==> src/rtl/pong_pkg.sv <==
// pong_pkg: screen/paddle/ball geometry shared with the VGA side and the game FSM state encoding.
// Exports: geometry and timing constants, state_t (IDLE, SERVE, PLAY, POINT, OVER).
package pong_pkg;
    localparam int H_RES        = 640;
    localparam int V_RES        = 480;
    localparam int PAD_H        = 64;
    localparam int PAD_W        = 8;
    localparam int PAD1_X       = 16;
    localparam int PAD2_X       = 616;
    localparam int BALL_SZ      = 8;
    localparam int PAD_STEP     = 4;
    localparam int BALL_STEP    = 2;
    localparam int SERVE_FRAMES = 60;
    localparam int WIN_SCORE    = 9;

    typedef enum logic [2:0] {IDLE, SERVE, PLAY, POINT, OVER} state_t;
endpackage

==> src/rtl/pong_game_ctrl_if.sv <==
// pong_game_ctrl_if: control inputs and game-state outputs of the pong controller.
// master: drives iFRAME_TICK, buttons and sw; observes positions, scores, game_over, state.
// slave:  the controller side of the same signals.
interface pong_game_ctrl_if;
    logic       iFRAME_TICK;
    logic       up1;
    logic       down1;
    logic       up2;
    logic       down2;
    logic       sw;
    logic [8:0] pad1_y;
    logic [8:0] pad2_y;
    logic [9:0] ball_x;
    logic [8:0] ball_y;
    logic [3:0] score1;
    logic [3:0] score2;
    logic       game_over;
    logic [2:0] state;

    modport master (
        output iFRAME_TICK, up1, down1, up2, down2, sw,
        input  pad1_y, pad2_y, ball_x, ball_y, score1, score2, game_over, state
    );
    modport slave (
        input  iFRAME_TICK, up1, down1, up2, down2, sw,
        output pad1_y, pad2_y, ball_x, ball_y, score1, score2, game_over, state
    );
endinterface

==> src/rtl/pong_btn_sync.sv <==
// pong_btn_sync: two-flop synchronizer for W asynchronous inputs.
// Ports: clk, rst_n (async active-low), d (async inputs), q (synchronized outputs).
module pong_btn_sync #(
    parameter int W = 1
) (
    input  logic         clk,
    input  logic         rst_n,
    input  logic [W-1:0] d,
    output logic [W-1:0] q
);
    logic [W-1:0] m;

    always_ff @(posedge clk or negedge rst_n) begin
        if (!rst_n) begin
            m <= '0;
            q <= '0;
        end else begin
            m <= d;
            q <= m;
        end
    end
endmodule

==> src/rtl/pong_game_ctrl.sv <==
// pong_game_ctrl: frame-stepped pong game logic (paddles, ball physics, scoring, game FSM).
// Ports: iVGA_CLK pixel clock, iRST_n async active-low reset,
//        bus (slave) carrying iFRAME_TICK, buttons, sw and the registered game-state outputs.
module pong_game_ctrl #(
    parameter int H_RES        = pong_pkg::H_RES,
    parameter int V_RES        = pong_pkg::V_RES,
    parameter int PAD_H        = pong_pkg::PAD_H,
    parameter int PAD_W        = pong_pkg::PAD_W,
    parameter int PAD1_X       = pong_pkg::PAD1_X,
    parameter int PAD2_X       = pong_pkg::PAD2_X,
    parameter int BALL_SZ      = pong_pkg::BALL_SZ,
    parameter int PAD_STEP     = pong_pkg::PAD_STEP,
    parameter int BALL_STEP    = pong_pkg::BALL_STEP,
    parameter int SERVE_FRAMES = pong_pkg::SERVE_FRAMES,
    parameter int WIN_SCORE    = pong_pkg::WIN_SCORE
) (
    input logic             iVGA_CLK,
    input logic             iRST_n,
    pong_game_ctrl_if.slave bus
);
    import pong_pkg::*;

    localparam int CW = $clog2(SERVE_FRAMES + 1);
    localparam logic signed [10:0] XC    = 11'((H_RES - BALL_SZ) / 2);
    localparam logic signed [10:0] YC    = 11'((V_RES - BALL_SZ) / 2);
    localparam logic signed [10:0] PC    = 11'((V_RES - PAD_H) / 2);
    localparam logic signed [10:0] PMAX  = 11'(V_RES - PAD_H);
    localparam logic signed [10:0] XMAX  = 11'(H_RES - BALL_SZ);
    localparam logic signed [10:0] YMAX  = 11'(V_RES - BALL_SZ);
    localparam logic signed [10:0] LF    = 11'(PAD1_X + PAD_W);
    localparam logic signed [10:0] RF    = 11'(PAD2_X);
    localparam logic signed [10:0] BSZ   = 11'(BALL_SZ);
    localparam logic signed [10:0] PH    = 11'(PAD_H);
    localparam logic signed [10:0] BSTEP = 11'(BALL_STEP);
    localparam logic signed [10:0] PSTEP = 11'(PAD_STEP);

    logic up1, down1, up2, down2, sw;

    pong_btn_sync #(.W(5)) u_sync (
        .clk   (iVGA_CLK),
        .rst_n (iRST_n),
        .d     ({bus.up1, bus.down1, bus.up2, bus.down2, bus.sw}),
        .q     ({up1, down1, up2, down2, sw})
    );

    state_t             st_q, st_d;
    logic [8:0]         pad1_q, pad1_d, pad2_q, pad2_d, by_q, by_d;
    logic [9:0]         bx_q, bx_d;
    logic [3:0]         s1_q, s1_d, s2_q, s2_d;
    logic [CW-1:0]      cnt_q, cnt_d;
    logic               vxn_q, vxn_d, vyn_q, vyn_d;
    logic signed [10:0] bxs, bys, p1s, p2s, nx, ny;
    logic               hit_l, hit_r, serve_done;

    // Up and down together cancel; result saturates to the playfield.
    function automatic logic [8:0] pad_next(input logic [8:0] p, input logic u, input logic d);
        logic signed [10:0] n;
        n = $signed({2'b00, p}) + ((u && !d) ? -PSTEP : (d && !u) ? PSTEP : 11'sd0);
        return n < 11'sd0 ? 9'd0 : n > PMAX ? 9'(PMAX) : n[8:0];
    endfunction

    always_comb begin
        bxs        = $signed({1'b0, bx_q});
        bys        = $signed({2'b00, by_q});
        p1s        = $signed({2'b00, pad1_q});
        p2s        = $signed({2'b00, pad2_q});
        nx         = bxs + (vxn_q ? -BSTEP : BSTEP);
        ny         = bys + (vyn_q ? -BSTEP : BSTEP);
        // Face crossings are tested against pre-move paddle positions.
        hit_l      = vxn_q && nx <= LF && bxs >= LF && bys + BSZ > p1s && bys < p1s + PH;
        hit_r      = !vxn_q && nx + BSZ >= RF && bxs + BSZ <= RF && bys + BSZ > p2s && bys < p2s + PH;
        serve_done = cnt_q == CW'(SERVE_FRAMES - 1);
        st_d       = st_q;
        pad1_d     = pad1_q;
        pad2_d     = pad2_q;
        bx_d       = bx_q;
        by_d       = by_q;
        s1_d       = s1_q;
        s2_d       = s2_q;
        cnt_d      = cnt_q;
        vxn_d      = vxn_q;
        vyn_d      = vyn_q;
        if (bus.iFRAME_TICK) begin
            case (st_q)
                // IDLE is only entered with centred positions and cleared scores.
                IDLE: st_d = sw ? SERVE : IDLE;
                SERVE: if (sw) begin
                    pad1_d = pad_next(pad1_q, up1, down1);
                    pad2_d = pad_next(pad2_q, up2, down2);
                    cnt_d  = serve_done ? '0 : cnt_q + CW'(1);
                    st_d   = serve_done ? PLAY : SERVE;
                end
                PLAY: if (sw) begin
                    pad1_d = pad_next(pad1_q, up1, down1);
                    pad2_d = pad_next(pad2_q, up2, down2);
                    by_d   = ny < 11'sd0 ? 9'd0 : ny > YMAX ? 9'(YMAX) : ny[8:0];
                    vyn_d  = ny < 11'sd0 ? 1'b0 : ny > YMAX ? 1'b1 : vyn_q;
                    if (hit_l) begin
                        bx_d  = 10'(LF);
                        vxn_d = 1'b0;
                    end else if (hit_r) begin
                        bx_d  = 10'(RF - BSZ);
                        vxn_d = 1'b1;
                    end else if (nx <= 11'sd0) begin
                        // Next serve heads back toward the player who missed.
                        bx_d  = '0;
                        s2_d  = s2_q + 4'd1;
                        vxn_d = 1'b1;
                        vyn_d = 1'b0;
                        st_d  = POINT;
                    end else if (nx >= XMAX) begin
                        bx_d  = 10'(XMAX);
                        s1_d  = s1_q + 4'd1;
                        vxn_d = 1'b0;
                        vyn_d = 1'b0;
                        st_d  = POINT;
                    end else begin
                        bx_d  = nx[9:0];
                    end
                end
                POINT: if (s1_q == 4'(WIN_SCORE) || s2_q == 4'(WIN_SCORE)) begin
                    st_d = OVER;
                end else begin
                    st_d = SERVE;
                    bx_d = 10'(XC);
                    by_d = 9'(YC);
                end
                OVER: if (!sw) begin
                    st_d   = IDLE;
                    pad1_d = 9'(PC);
                    pad2_d = 9'(PC);
                    bx_d   = 10'(XC);
                    by_d   = 9'(YC);
                    s1_d   = '0;
                    s2_d   = '0;
                end
                default: st_d = IDLE;
            endcase
        end
    end

    always_ff @(posedge iVGA_CLK or negedge iRST_n) begin
        if (!iRST_n) begin
            st_q   <= IDLE;
            pad1_q <= 9'(PC);
            pad2_q <= 9'(PC);
            bx_q   <= 10'(XC);
            by_q   <= 9'(YC);
            s1_q   <= '0;
            s2_q   <= '0;
            cnt_q  <= '0;
            vxn_q  <= 1'b0;
            vyn_q  <= 1'b0;
        end else begin
            st_q   <= st_d;
            pad1_q <= pad1_d;
            pad2_q <= pad2_d;
            bx_q   <= bx_d;
            by_q   <= by_d;
            s1_q   <= s1_d;
            s2_q   <= s2_d;
            cnt_q  <= cnt_d;
            vxn_q  <= vxn_d;
            vyn_q  <= vyn_d;
        end
    end

    assign bus.pad1_y    = pad1_q;
    assign bus.pad2_y    = pad2_q;
    assign bus.ball_x    = bx_q;
    assign bus.ball_y    = by_q;
    assign bus.score1    = s1_q;
    assign bus.score2    = s2_q;
    assign bus.state     = st_q;
    assign bus.game_over = st_q == OVER;
endmodule

==> src/flat_wrapper.sv <==
// flat-port wrapper written by rule: the top's interface ports become plain ports
module pong_game_ctrl_flat import pong_pkg::*;
#(
    parameter int H_RES        = pong_pkg::H_RES,
    parameter int V_RES        = pong_pkg::V_RES,
    parameter int PAD_H        = pong_pkg::PAD_H,
    parameter int PAD_W        = pong_pkg::PAD_W,
    parameter int PAD1_X       = pong_pkg::PAD1_X,
    parameter int PAD2_X       = pong_pkg::PAD2_X,
    parameter int BALL_SZ      = pong_pkg::BALL_SZ,
    parameter int PAD_STEP     = pong_pkg::PAD_STEP,
    parameter int BALL_STEP    = pong_pkg::BALL_STEP,
    parameter int SERVE_FRAMES = pong_pkg::SERVE_FRAMES,
    parameter int WIN_SCORE    = pong_pkg::WIN_SCORE
)
  (iVGA_CLK, iRST_n, bus_iFRAME_TICK, bus_up1, bus_down1, bus_up2, bus_down2, bus_sw, bus_pad1_y, bus_pad2_y, bus_ball_x, bus_ball_y, bus_score1, bus_score2, bus_game_over, bus_state);
  pong_game_ctrl_if bus_i ();
  input logic iVGA_CLK;
  input logic iRST_n;
  input wire logic [$bits(bus_i.iFRAME_TICK)-1:0] bus_iFRAME_TICK;
  input wire logic [$bits(bus_i.up1)-1:0] bus_up1;
  input wire logic [$bits(bus_i.down1)-1:0] bus_down1;
  input wire logic [$bits(bus_i.up2)-1:0] bus_up2;
  input wire logic [$bits(bus_i.down2)-1:0] bus_down2;
  input wire logic [$bits(bus_i.sw)-1:0] bus_sw;
  output wire logic [$bits(bus_i.pad1_y)-1:0] bus_pad1_y;
  output wire logic [$bits(bus_i.pad2_y)-1:0] bus_pad2_y;
  output wire logic [$bits(bus_i.ball_x)-1:0] bus_ball_x;
  output wire logic [$bits(bus_i.ball_y)-1:0] bus_ball_y;
  output wire logic [$bits(bus_i.score1)-1:0] bus_score1;
  output wire logic [$bits(bus_i.score2)-1:0] bus_score2;
  output wire logic [$bits(bus_i.game_over)-1:0] bus_game_over;
  output wire logic [$bits(bus_i.state)-1:0] bus_state;
  assign bus_i.iFRAME_TICK = bus_iFRAME_TICK;
  assign bus_i.up1 = bus_up1;
  assign bus_i.down1 = bus_down1;
  assign bus_i.up2 = bus_up2;
  assign bus_i.down2 = bus_down2;
  assign bus_i.sw = bus_sw;
  assign bus_pad1_y = bus_i.pad1_y;
  assign bus_pad2_y = bus_i.pad2_y;
  assign bus_ball_x = bus_i.ball_x;
  assign bus_ball_y = bus_i.ball_y;
  assign bus_score1 = bus_i.score1;
  assign bus_score2 = bus_i.score2;
  assign bus_game_over = bus_i.game_over;
  assign bus_state = bus_i.state;
  pong_game_ctrl #(.H_RES(H_RES), .V_RES(V_RES), .PAD_H(PAD_H), .PAD_W(PAD_W), .PAD1_X(PAD1_X), .PAD2_X(PAD2_X), .BALL_SZ(BALL_SZ), .PAD_STEP(PAD_STEP), .BALL_STEP(BALL_STEP), .SERVE_FRAMES(SERVE_FRAMES), .WIN_SCORE(WIN_SCORE)) u_core (.iVGA_CLK(iVGA_CLK), .iRST_n(iRST_n), .bus(bus_i));
endmodule
==> config.mk <==
export PLATFORM = sky130hd
export DESIGN_NAME = pong_game_ctrl_flat
export DESIGN_NICKNAME = d
export VERILOG_FILES = /design/src/rtl/pong_pkg.sv /design/src/rtl/pong_game_ctrl_if.sv /design/src/rtl/pong_btn_sync.sv /design/src/rtl/pong_game_ctrl.sv /design/src/flat_wrapper.sv
export SDC_FILE = /design/constraint.sdc
export NUM_CORES = 1
export LEC_CHECK = 0
export CAP_MARGIN = 20
export CORE_MARGIN = 4
export CORE_UTILIZATION = 55
export CTS_BUF_LIST = sky130_fd_sc_hd__clkbuf_16
export CTS_CLUSTER_DIAMETER = 60
export CTS_CLUSTER_SIZE = 16
export DETAILED_ROUTE_END_ITERATION = 7
export PLACE_DENSITY_LB_ADDON = 0.1
export RECOVER_POWER = 50
export SLEW_MARGIN = 15
export SYNTH_ARGS = -nofsm -noshare
export SYNTH_HDL_FRONTEND = slang
export SYNTH_SLANG_ARGS = --single-unit
==> constraint.sdc <==
create_clock -name iVGA_CLK -period 3.8 [get_ports iVGA_CLK]
set_input_delay 0.76 -clock iVGA_CLK [delete_from_list [all_inputs] [get_ports iVGA_CLK]]
set_output_delay 0.76 -clock iVGA_CLK [all_outputs]
set_load 0.01 [all_outputs]
Word-level counts from Yosys, hierarchy flattened

Index checks and enable logic that the tools add are counted.

Reduce and logical (&&, ||, !) cells: 32
$lt $le $gt $ge: 16
Add/sub/neg operators: 12
Equality and inequality tests: 18
Mux-type cells: 63

Operator list:

| kind                                                                              | count |
|---|---|
| 9-bit two-way mux                                                                 | 12 |
| 10-bit two-way mux                                                                | 7 |
| 11-bit two-way mux                                                                | 4 |
| 4-bit two-way mux                                                                 | 10 |
| 9-bit case mux with 2 select lines                                                | 2 |
| 10-bit by 11-bit adder with 11-bit output                                         | 3 |
| 11-bit by 10-bit > comparator with 1-bit output, second input constant            | 3 |
| 11-bit by 1-bit < comparator with 1-bit output, second input constant             | 3 |
| 3-bit two-way mux                                                                 | 10 |
| 10-bit case mux with 3 select lines                                               | 1 |
| 9-bit case mux with 3 select lines                                                | 1 |
| 11-bit >= comparator, second input constant                                       | 2 |
| 11-bit by 10-bit > comparator with 1-bit output                                   | 2 |
| 10-bit by 11-bit < comparator with 1-bit output                                   | 2 |
| 9-bit by 7-bit adder with 10-bit output, second input constant                    | 2 |
| 4-bit case mux with 2 select lines                                                | 2 |
| 3-bit case mux with 5 select lines                                                | 1 |
| 2-bit inequality test, second input constant                                      | 7 |
| 7-bit AND reduction                                                               | 2 |
| 1-bit logical AND                                                                 | 12 |
| 10-bit by 4-bit adder with 11-bit output, second input constant                   | 1 |
| 11-bit adder                                                                      | 1 |
| 11-bit by 5-bit adder with 11-bit output, second input constant                   | 1 |
| 11-bit by 1-bit less-or-equal comparator with 1-bit output, second input constant | 1 |
| 27 further kinds                                                                  | 49 |

Input bits: 8
Register bits after elaboration: 66
Logic and storage cells: 153

Depth between registers and ports, before layout

Gate-level depths: netlist of the first run.

Depth in word-level cells: 12
Depth in mapped cells: 14
Depth with buffers taken out: 14

Modules after synthesis

Synthesis of the first run repeated with hierarchy kept, for this count alone.

Cell total of the unflattened synthesis: 586
Area total of the unflattened synthesis: 5241.3 um2

By module, submodules not included:

| module         | instances | cells each | area each (um2) |
|---|---|---|---|
| pong_game_ctrl | 1         | 576        | 4991.0 |
| pong_btn_sync  | 1         | 10         | 250.2 |

Least setup slack after synthesis of the first run

OpenSTA, ideal clock, no wires.

Path kind: flip-flop to flip-flop
Start: reg u_core.bx_q[2], in the netlist u_core.bus.ball_x[2]
End: reg u_core.s2_q[3], in the netlist u_core.bus.score2[3]
Path buffers: 1
Cell stages (with the launch flop): 13
Setup time: 0.126 ns
Path slack: 0.659 ns
Arrival: 3.015 ns
Cell sequence: dfstp_2 inv_1 fa_1 nand2b_1 a21oi_1 a311oi_1 a311oi_2 and2_1 a31o_2 and4b_1 buf_6 nor2_1 a221o_1

Cells in the longest elaborated chain, start to end: 9
Elaborated cells on any way between the ends: 20
Classes of those cells: add/sub (3); order compare (5); eq/ne (3); reduce/logical (9)

Ends and longest elaborated chain:

| what                                     | RTL line              | RTL |
|---|---|---|
| start: declaration                       | pong_game_ctrl.sv:48  | `logic [9:0] bx_q, bx_d;` |
| start signal: assignment                 | pong_game_ctrl.sv:147 | `bx_q <= 10'(XC);` |
| 11-bit adder                             | pong_game_ctrl.sv:67  | `nx = bxs + (vxn_q ? -BSTEP : BSTEP);` |
| 11-bit by 5-bit adder with 11-bit output | pong_game_ctrl.sv:71  | `hit_r = !vxn_q && nx + BSZ >= RF && bxs + BSZ <= RF && bys + BSZ > p2s && bys < p2s + PH;` |
| 11-bit >= comparator                     | pong_game_ctrl.sv:71  |  |
| 1-bit logical AND (4 in a row)           | pong_game_ctrl.sv:71  |  |
| 2-bit inequality test (no line)          | n/a                   |  |
| 7-bit AND reduction (no line) (*)        | n/a                   |  |
| end signal: assignment                   | pong_game_ctrl.sv:150 | `s2_q <= '0;` |
| end signal: assignment                   | pong_game_ctrl.sv:161 | `s2_q <= s2_d;` |
| end: declaration                         | pong_game_ctrl.sv:49  | `logic [3:0] s1_q, s1_d, s2_q, s2_d;` |

Mark *: on every way between the ends. The rest lies on a longest branch, timed or not.
A chain may end at the register's enable or synchronous reset.

Final worst setup path of the first run

Start: reg u_core.vxn_q
End: reg u_core.s2_q[3], in the netlist u_core.bus.score2[3]

Cells in the longest elaborated chain, start to end: 10
Elaborated cells on any way between the ends: 19
Classes of those cells: add/sub (2); order compare (3); eq/ne (3); mux (1); reduce/logical (10)

Ends and longest elaborated chain:

| what                                     | RTL line              | RTL |
|---|---|---|
| start: declaration                       | pong_game_ctrl.sv:51  | `logic vxn_q, vxn_d, vyn_q, vyn_d;` |
| start signal: assignment                 | pong_game_ctrl.sv:163 | `vxn_q <= vxn_d;` |
| 11-bit two-way mux                       | pong_game_ctrl.sv:67  |  |
| 11-bit adder                             | pong_game_ctrl.sv:67  |  |
| 11-bit by 5-bit adder with 11-bit output | pong_game_ctrl.sv:71  |  |
| 11-bit >= comparator                     | pong_game_ctrl.sv:71  |  |
| 1-bit logical AND (4 in a row)           | pong_game_ctrl.sv:71  |  |
| 2-bit inequality test (no line)          | n/a                   |  |
| 7-bit AND reduction (no line) (*)        | n/a                   |  |

Marked as above.

==> results of run 1 <==
cells in the mapped netlist (3+ instances only):
master,count
and2_1,9
dfrtp_1,44
o21bai_1,6
xor2_1,13
a21oi_1,51
nand3_1,16
clkbuf_1,11
inv_1,46
dfstp_2,16
and3_1,7
buf_4,6
fa_1,4
a311oi_1,3
ha_1,68
nand2b_1,7
nor3_1,15
o21a_1,4
o2111ai_1,3
nand4_1,10
o31ai_1,10
nor2b_1,10
xnor2_1,23
nor3b_1,7
nand2_1,43
a221o_1,5
a31oi_1,4
o21ai_0,40
a22o_1,9
a21o_1,12
nor2_1,28
o22ai_1,6
or3_1,9
state kept, by name, summed over array words and instances, names as in the netlist, 5 cells and up:
| register | count |
|---|---|
| u_core.bus.pad1_y | 7 |
| u_core.cnt_q | 6 |
| u_core.bus.pad2_y | 7 |
| u_core.bus.ball_x | 9 |
| u_core.u_sync.q | 5 |
| u_core.bus.ball_y | 8 |
| u_core.u_sync.m | 5 |
worst max-delay path: cells and delay by family (launching register included):
family | cells | cell delay (ns)
AOI/OAI and AO/OA | 5 | 1.40
and+or+nand+nor | 4 | 0.84
adders and majority gates | 1 | 0.41
DFF | 1 | 0.32
buffers and inverters | 2 | 0.32
where the power goes:
group	switching [mW]	leakage [nW]	internal, mW	total [mW]
sequential	0.351	0.723	0.893	1.24
combinational	2.39	1.85	1.91	4.29
clock	0.316	0.156	0.578	0.895
cells by family after synthesis:
kind of cell               count (synthesis)  share of synthesized area
AOI/OAI and AO/OA                        180                      0.228
and+or+nand+nor                          175                      0.179
adders and majority gates                 72                      0.178
buffers and inverters                     69                     0.0559
DFF                                       60                      0.292
xor gates and xnor gates                  36                     0.0604
muxes                                      3                    0.00623
other                                      1                   0.000719
layer usage:
metal,GRT usage,vias up,wire length (um)
met3,0.0306,19,590
met5,0,-,0
met1,0.293,2204,5570
met4,0.0694,0,202
met2,0.409,118,6250
li1,-,2272,-
how the worst min path moves through the flow:
stage                                      start                            to  slack [ns]  cells past startpoint
CTS                 u_core.u_sync.m[1]$_DFF_PN0_  u_core.u_sync.q[1]$_DFF_PN0_        0.35                      0
finish              u_core.u_sync.m[1]$_DFF_PN0_  u_core.u_sync.q[1]$_DFF_PN0_        0.34                      0
global route        u_core.u_sync.m[4]$_DFF_PN0_  u_core.u_sync.q[4]$_DFF_PN0_        0.36                      0
floorplan           u_core.u_sync.m[0]$_DFF_PN0_  u_core.u_sync.q[0]$_DFF_PN0_        0.33                      0
detailed placement  u_core.u_sync.m[1]$_DFF_PN0_  u_core.u_sync.q[1]$_DFF_PN0_        0.34                      0
global placement    u_core.u_sync.m[1]$_DFF_PN0_  u_core.u_sync.q[1]$_DFF_PN0_        0.33                      0
stage by stage:
step                      cell area, um2  utilization  hold slack [ns]  setup WS, ns  instances
after global routing                6130        0.664            0.362         0.195        779
final                               6130        0.664            0.344         0.384        779
after detailed placement            5820        0.629            0.336         0.400        763
after floorplan                     5240            -            0.331         0.659        601
after CTS                           6140        0.664            0.350         0.421        779
after global placement              5820        0.629            0.333         0.519        763
area by class of cell:
cell class                      count  area share
Clock buffer                        9      0.0367
Clock inverter                      7      0.0161
Inverter                           47      0.0288
Multi-Input combinational cell    472       0.558
Sequential cell                    60       0.248
Tap cell                          129      0.0263
Timing Repair Buffer               55      0.0861
==> impl_metrics.py, run 1 <==
metrics = {
    "place": {
        "port_buffers": 50,
        "hpwlAfterDp_um": 9640,
        "gp_congestion": 0.921,
    },
    "pwr": {
        "irDropWorstVdd_mv": 0.571,
        "leakage_nw": 2.73,
        "report.power.total_mw": 6.43,
        "p_per_area_mw_per_mm2": 1050,
    },
    "setup_path": {
        "max_stage_delay_ns": 0.46,
        "cp_max_fo": 12,
        "crit_end": "u_core.bus.score2[3]$_DFFE_PN0P_",
        "crit_arrival_ns": 3.63,
        "r2r-end": "u_core.bus.score2[3]$_DFFE_PN0P_",
        "reg2reg_from": "u_core.vxn_q$_DFFE_PN0P_",
        "crit_slowest_cell": "a311oi_2",
        "reg2reg_slack_ns": 0.38,
        "crit_start": "u_core.vxn_q$_DFFE_PN0P_",
        "worstPathRequired_ns": 4.02,
        "worstPathCellList": "buf_4, inv_1, fa_1, nand2b_1, a21oi_1, a311oi_1, a311oi_2, and2_1, a31o_2, and4b_1, nor2_1, a221o_1",
        "critPathKind": "flip-flop to flip-flop",
        "crit_path_start_kind": "flip-flop",
        "crit_path_end_kind": "flip-flop",
        "r2r_cells": 12,
    },
    "clock_network": {
        "clk_pin_slew_ns": 0.06,
        "cts.sinks": 60,
        "clk_path_buf_depth": 2,
        "cts_tree": "done",
        "clockRootBuffer": "clkbuf_16",
        "post_cts_resize_count": 0,
        "insertion_delay_ns": 0.33,
        "h-tree-depth": 3,
        "cts_setup_buffers": 0,
        "cts_inserted_buffers": 9,
        "hold_buffers": 0,
    },
    "sta": {
        "setup_tns_ns": 0,
        "rsz0062_at_grt": "no",
        "hold_violations": 0,
        "fin_skew_ns": 0.00925,
        "setup_viol": 0,
        "slew_viol_final": 41,
        "max_freq_ghz": 0.293,
        "worst_pin_slew_ns": 2.12,
        "max_slew_margin": -0.414,
        "fin_crit_ns": 3.42,
        "post-route-period-util": 0.899,
    },
    "synth": {
        "synth_edf_count": 0,
        "ys.flop_type": "dfrtp_1",
        "synthArstFlopShare": 1.00,
        "ys_top_cells_by_area": "dfrtp_1 21%, ha_1 16%, dfstp_2 8.1%",
        "synthesis.area_mm2": 0.00522,
        "yosysTopAreaCellShare": 0.211,
        "syn_avg_cell_area_um2": 8.75,
        "synth_seq_area_share": 0.292,
        "yosysWarnings": 0,
        "synth_cells": 596,
        "synth-seq-cells": 60,
        "synth_cell_type_count": 69,
        "synth_top_cell_by_area": "dfrtp_1",
    },
    "floorplanning": {
        "core_mm2": 0.00924,
        "die_w_um": 105,
        "rows": 35,
        "dieArea_mm2": 0.0111,
        "dieHeight_um": 105,
        "initial_utilization": 0.565,
        "boundaryPins": 57,
    },
    "route": {
        "vias": 4613,
        "drt_iter0_markers": 204,
        "ant_nets": 0,
        "drc_errors": 0,
        "viasPerCell": 5.92,
        "drtPass1Iterations": 4,
        "wl_um": 12600,
        "avgRoutedWirePerCell_um": 16.2,
    },
    "finish": {
        "fillers": 777,
        "final_layout_size_suffix_gt1_frac": 0.0769,
        "final_nets": 725,
        "mostFrequentLayoutCells": "68 x ha_1, 51 x a21oi_1, 46 x inv_1, 44 x dfrtp_1, 43 x nand2_1",
        "multiInputGateArea_mm2": 0.00342,
        "area_delta_synth_final_pct": 17.6,
        "area.sequential_mm2": 0.00152,
        "final_common_cell": "ha_1",
        "diodes": 0,
    },
    "grt": {
        "grt_util_all_layers": 0.231,
        "grt_pass1_wl_um": 21100,
        "grt_pass1_vias": 4542,
        "grt_max_degree": 41,
        "antenna_found_initial": 0,
        "grt.overflow.total": 0,
    },
    "status": {
        "status": "finished, violations left",
        "violations": "capacitance limit, slew limit",
    },
    "worst_hold_path": {
        "hold_class": "flip-flop to flip-flop",
    },
    "flow_run": {
        "maxCapViolations": 1,
    },
}
Note: power is estimated with default switching activity, not from simulation.
==> run 2: changes to the inputs <==
- SETUP_SLACK_MARGIN: default -> 0.2
- SLEW_MARGIN: 15 -> 10
==> run 2 against run 1 <==
  * The flow still finishes with violations (capacitance limit, slew limit)
  * Clock-buffer cell count unchanged
  * Cell area unchanged
  * First-iteration DRC count is 0.49% lower
  * Maximum frequency rose by 1.1%
  * Die area did not move
  * Highest routed layer unchanged
  * Routed wire length down 0.17%
  * Combinational power is essentially flat
  * Sequential share of layout area unchanged
  * Largest power group unchanged
  * Sequential cell count unchanged
==> impl_metrics.py, run 2 (same netlist as run 1, synthesis figures left out) <==
metrics = {
    "status": {
        "status": "finished, violations left",
        "violations": "capacitance limit, slew limit",
    },
    "clock_network": {
        "clk_pin_slew_ns": 0.06,
        "cts_setup_buffers": 0,
        "hold_buffers": 0,
        "clk_path_buf_depth": 2,
        "post_cts_resize_count": 0,
        "h-tree-depth": 3,
        "clockRootBuffer": "clkbuf_16",
        "cts_inserted_buffers": 9,
        "cts_tree": "done",
        "insertion_delay_ns": 0.33,
        "cts.sinks": 60,
    },
    "worst_hold_path": {
        "hold_class": "flip-flop to flip-flop",
    },
    "pwr": {
        "p_per_area_mw_per_mm2": 1050,
        "irDropWorstVdd_mv": 0.572,
        "leakage_nw": 2.73,
    },
    "setup_path": {
        "worstPathRequired_ns": 4.02,
        "critical_path.top_delay_family": "compound AO/OA/AOI/OAI gates",
        "worstPathCellList": "buf_4, inv_1, fa_1, nand2b_1, a21oi_1, a311oi_1, a311oi_2, and2_1, a31o_2, and4b_1, nor2_1, a221o_1",
        "max_stage_delay_ns": 0.42,
        "cp_max_fo": 12,
        "crit_buf_inv": 2,
        "critPathKind": "flip-flop to flip-flop",
        "crit_slowest_cell": "a311oi_2",
        "crit_path_start_kind": "flip-flop",
        "crit_path_end_kind": "flip-flop",
        "crit_arrival_ns": 3.60,
    },
    "place": {
        "hpwlAfterDp_um": 9640,
        "placed_cell_area_mm2": 0.00582,
        "port_buffers": 50,
        "gp_congestion": 0.921,
    },
    "sta": {
        "hold_violations": 0,
        "fin_skew_ns": 0.00835,
        "max_slew_margin": -0.415,
        "rsz0062_at_grt": "no",
        "max_freq_ghz": 0.296,
        "worst_pin_slew_ns": 2.12,
        "post-route-period-util": 0.889,
        "setup_tns_ns": 0,
        "fin_crit_ns": 3.38,
        "slew_viol_final": 41,
        "whs_ns": 0.344,
        "setup_viol": 0,
    },
    "route": {
        "wl_um": 12600,
        "ant_nets": 0,
        "drc_errors": 0,
        "avgRoutedWirePerCell_um": 16.2,
        "drt_iter0_markers": 203,
        "vias": 4645,
        "drtPass1Iterations": 5,
        "viasPerCell": 5.96,
    },
    "grt": {
        "grt_max_degree": 41,
        "grt_pass1_wl_um": 21100,
        "grt.overflow.total": 0,
        "grt_pass1_vias": 4542,
        "grt_util_all_layers": 0.231,
        "antenna_found_initial": 0,
    },
    "finish": {
        "stdcell_area_mm2": 0.00613,
        "diodes": 0,
        "mostFrequentLayoutCells": "68 x ha_1, 51 x a21oi_1, 46 x inv_1, 44 x dfrtp_1, 43 x nand2_1",
        "area_delta_synth_final_pct": 17.6,
        "final_layout_size_suffix_gt1_frac": 0.0769,
        "largest_reg_flops": 9,
        "final_nets": 725,
        "final_common_cell": "ha_1",
    },
    "floorplanning": {
        "dieHeight_um": 105,
        "boundaryPins": 57,
        "dieArea_mm2": 0.0111,
        "core_mm2": 0.00924,
        "rows": 35,
        "initial_utilization": 0.565,
        "die_w_um": 105,
    },
    "flow_run": {
        "maxCapViolations": 1,
    },
}
run 2: cell counts in the layout (fill, tap and decap cells not counted):
No cell type changed its count.
run 2: per-layer routing:
metal	track usage	wire (um)	up-vias
li1	-	-	2274
met1	0.293	5600	2216
met2	0.409	6230	131
met3	0.0306	540	24
met4	0.0694	211	0
met5	0	0	-
run 2: per-stage QoR:
step	util	cells	setup WS (ns)	power, mW
2_1_floorplan	-	601	0.659	4.24
3_3_place_gp	0.629	763	0.519	5.35
3_5_place_dp	0.629	763	0.400	5.48
4_1_cts	0.664	779	0.421	6.41
5_1_grt	0.664	779	0.242	7.03
6_report	0.664	779	0.421	6.43
run 2: worst paths after layout:
check                                        startpoint                          endpoint  slack [ns]  cells past startpoint
max                            u_core.vxn_q$_DFFE_PN0P_  u_core.bus.score2[3]$_DFFE_PN0P_        0.42                     12
min                        u_core.u_sync.m[1]$_DFF_PN0_      u_core.u_sync.q[1]$_DFF_PN0_        0.34                      0
max reg2reg                    u_core.vxn_q$_DFFE_PN0P_  u_core.bus.score2[3]$_DFFE_PN0P_        0.42                     12
min reg2reg                u_core.u_sync.m[1]$_DFF_PN0_      u_core.u_sync.q[1]$_DFF_PN0_        0.34                      0
max in group asynchronous                        iRST_n  u_core.bus.ball_x[7]$_DFFE_PN0P_        0.92                      2
min in group asynchronous                        iRST_n       u_core.cnt_q[1]$_DFFE_PN0P_        1.05                      1
run 2: area by class of cell:
type	instances	area [um2]
Fill cell	777	3110
Sequential cell	60	1520
Timing Repair Buffer	55	528
Inverter	47	176
Clock buffer	9	225
Multi-Input combinational cell	472	3420
Tap cell	129	161
Clock inverter	7	98.8
run 2: worst register-to-register path, cell delays in order (launching register included):
cell and delay (ns):
dfrtp_1 0.32, buf_4 0.20, inv_1 0.13, fa_1 0.41, nand2b_1 0.19, a21oi_1 0.28, a311oi_1 0.16, a311oi_2 0.42
and2_1 0.22, a31o_2 0.17, and4b_1 0.33, nor2_1 0.10, a221o_1 0.34
run 2: report_power, final:
group | total, mW | leakage [nW] | internal, mW | switching, mW
sequential | 1.25 | 0.723 | 0.893 | 0.353
clock | 0.894 | 0.156 | 0.578 | 0.315
combinational | 4.29 | 1.85 | 1.91 | 2.38
==> run 3: changes to the inputs <==
- CTS_CLUSTER_SIZE: 16 -> default
- HOLD_SLACK_MARGIN: default -> 0.08
==> results of run 3 <==
The final DEF is identical to that of run 2; final timing and power are the same.
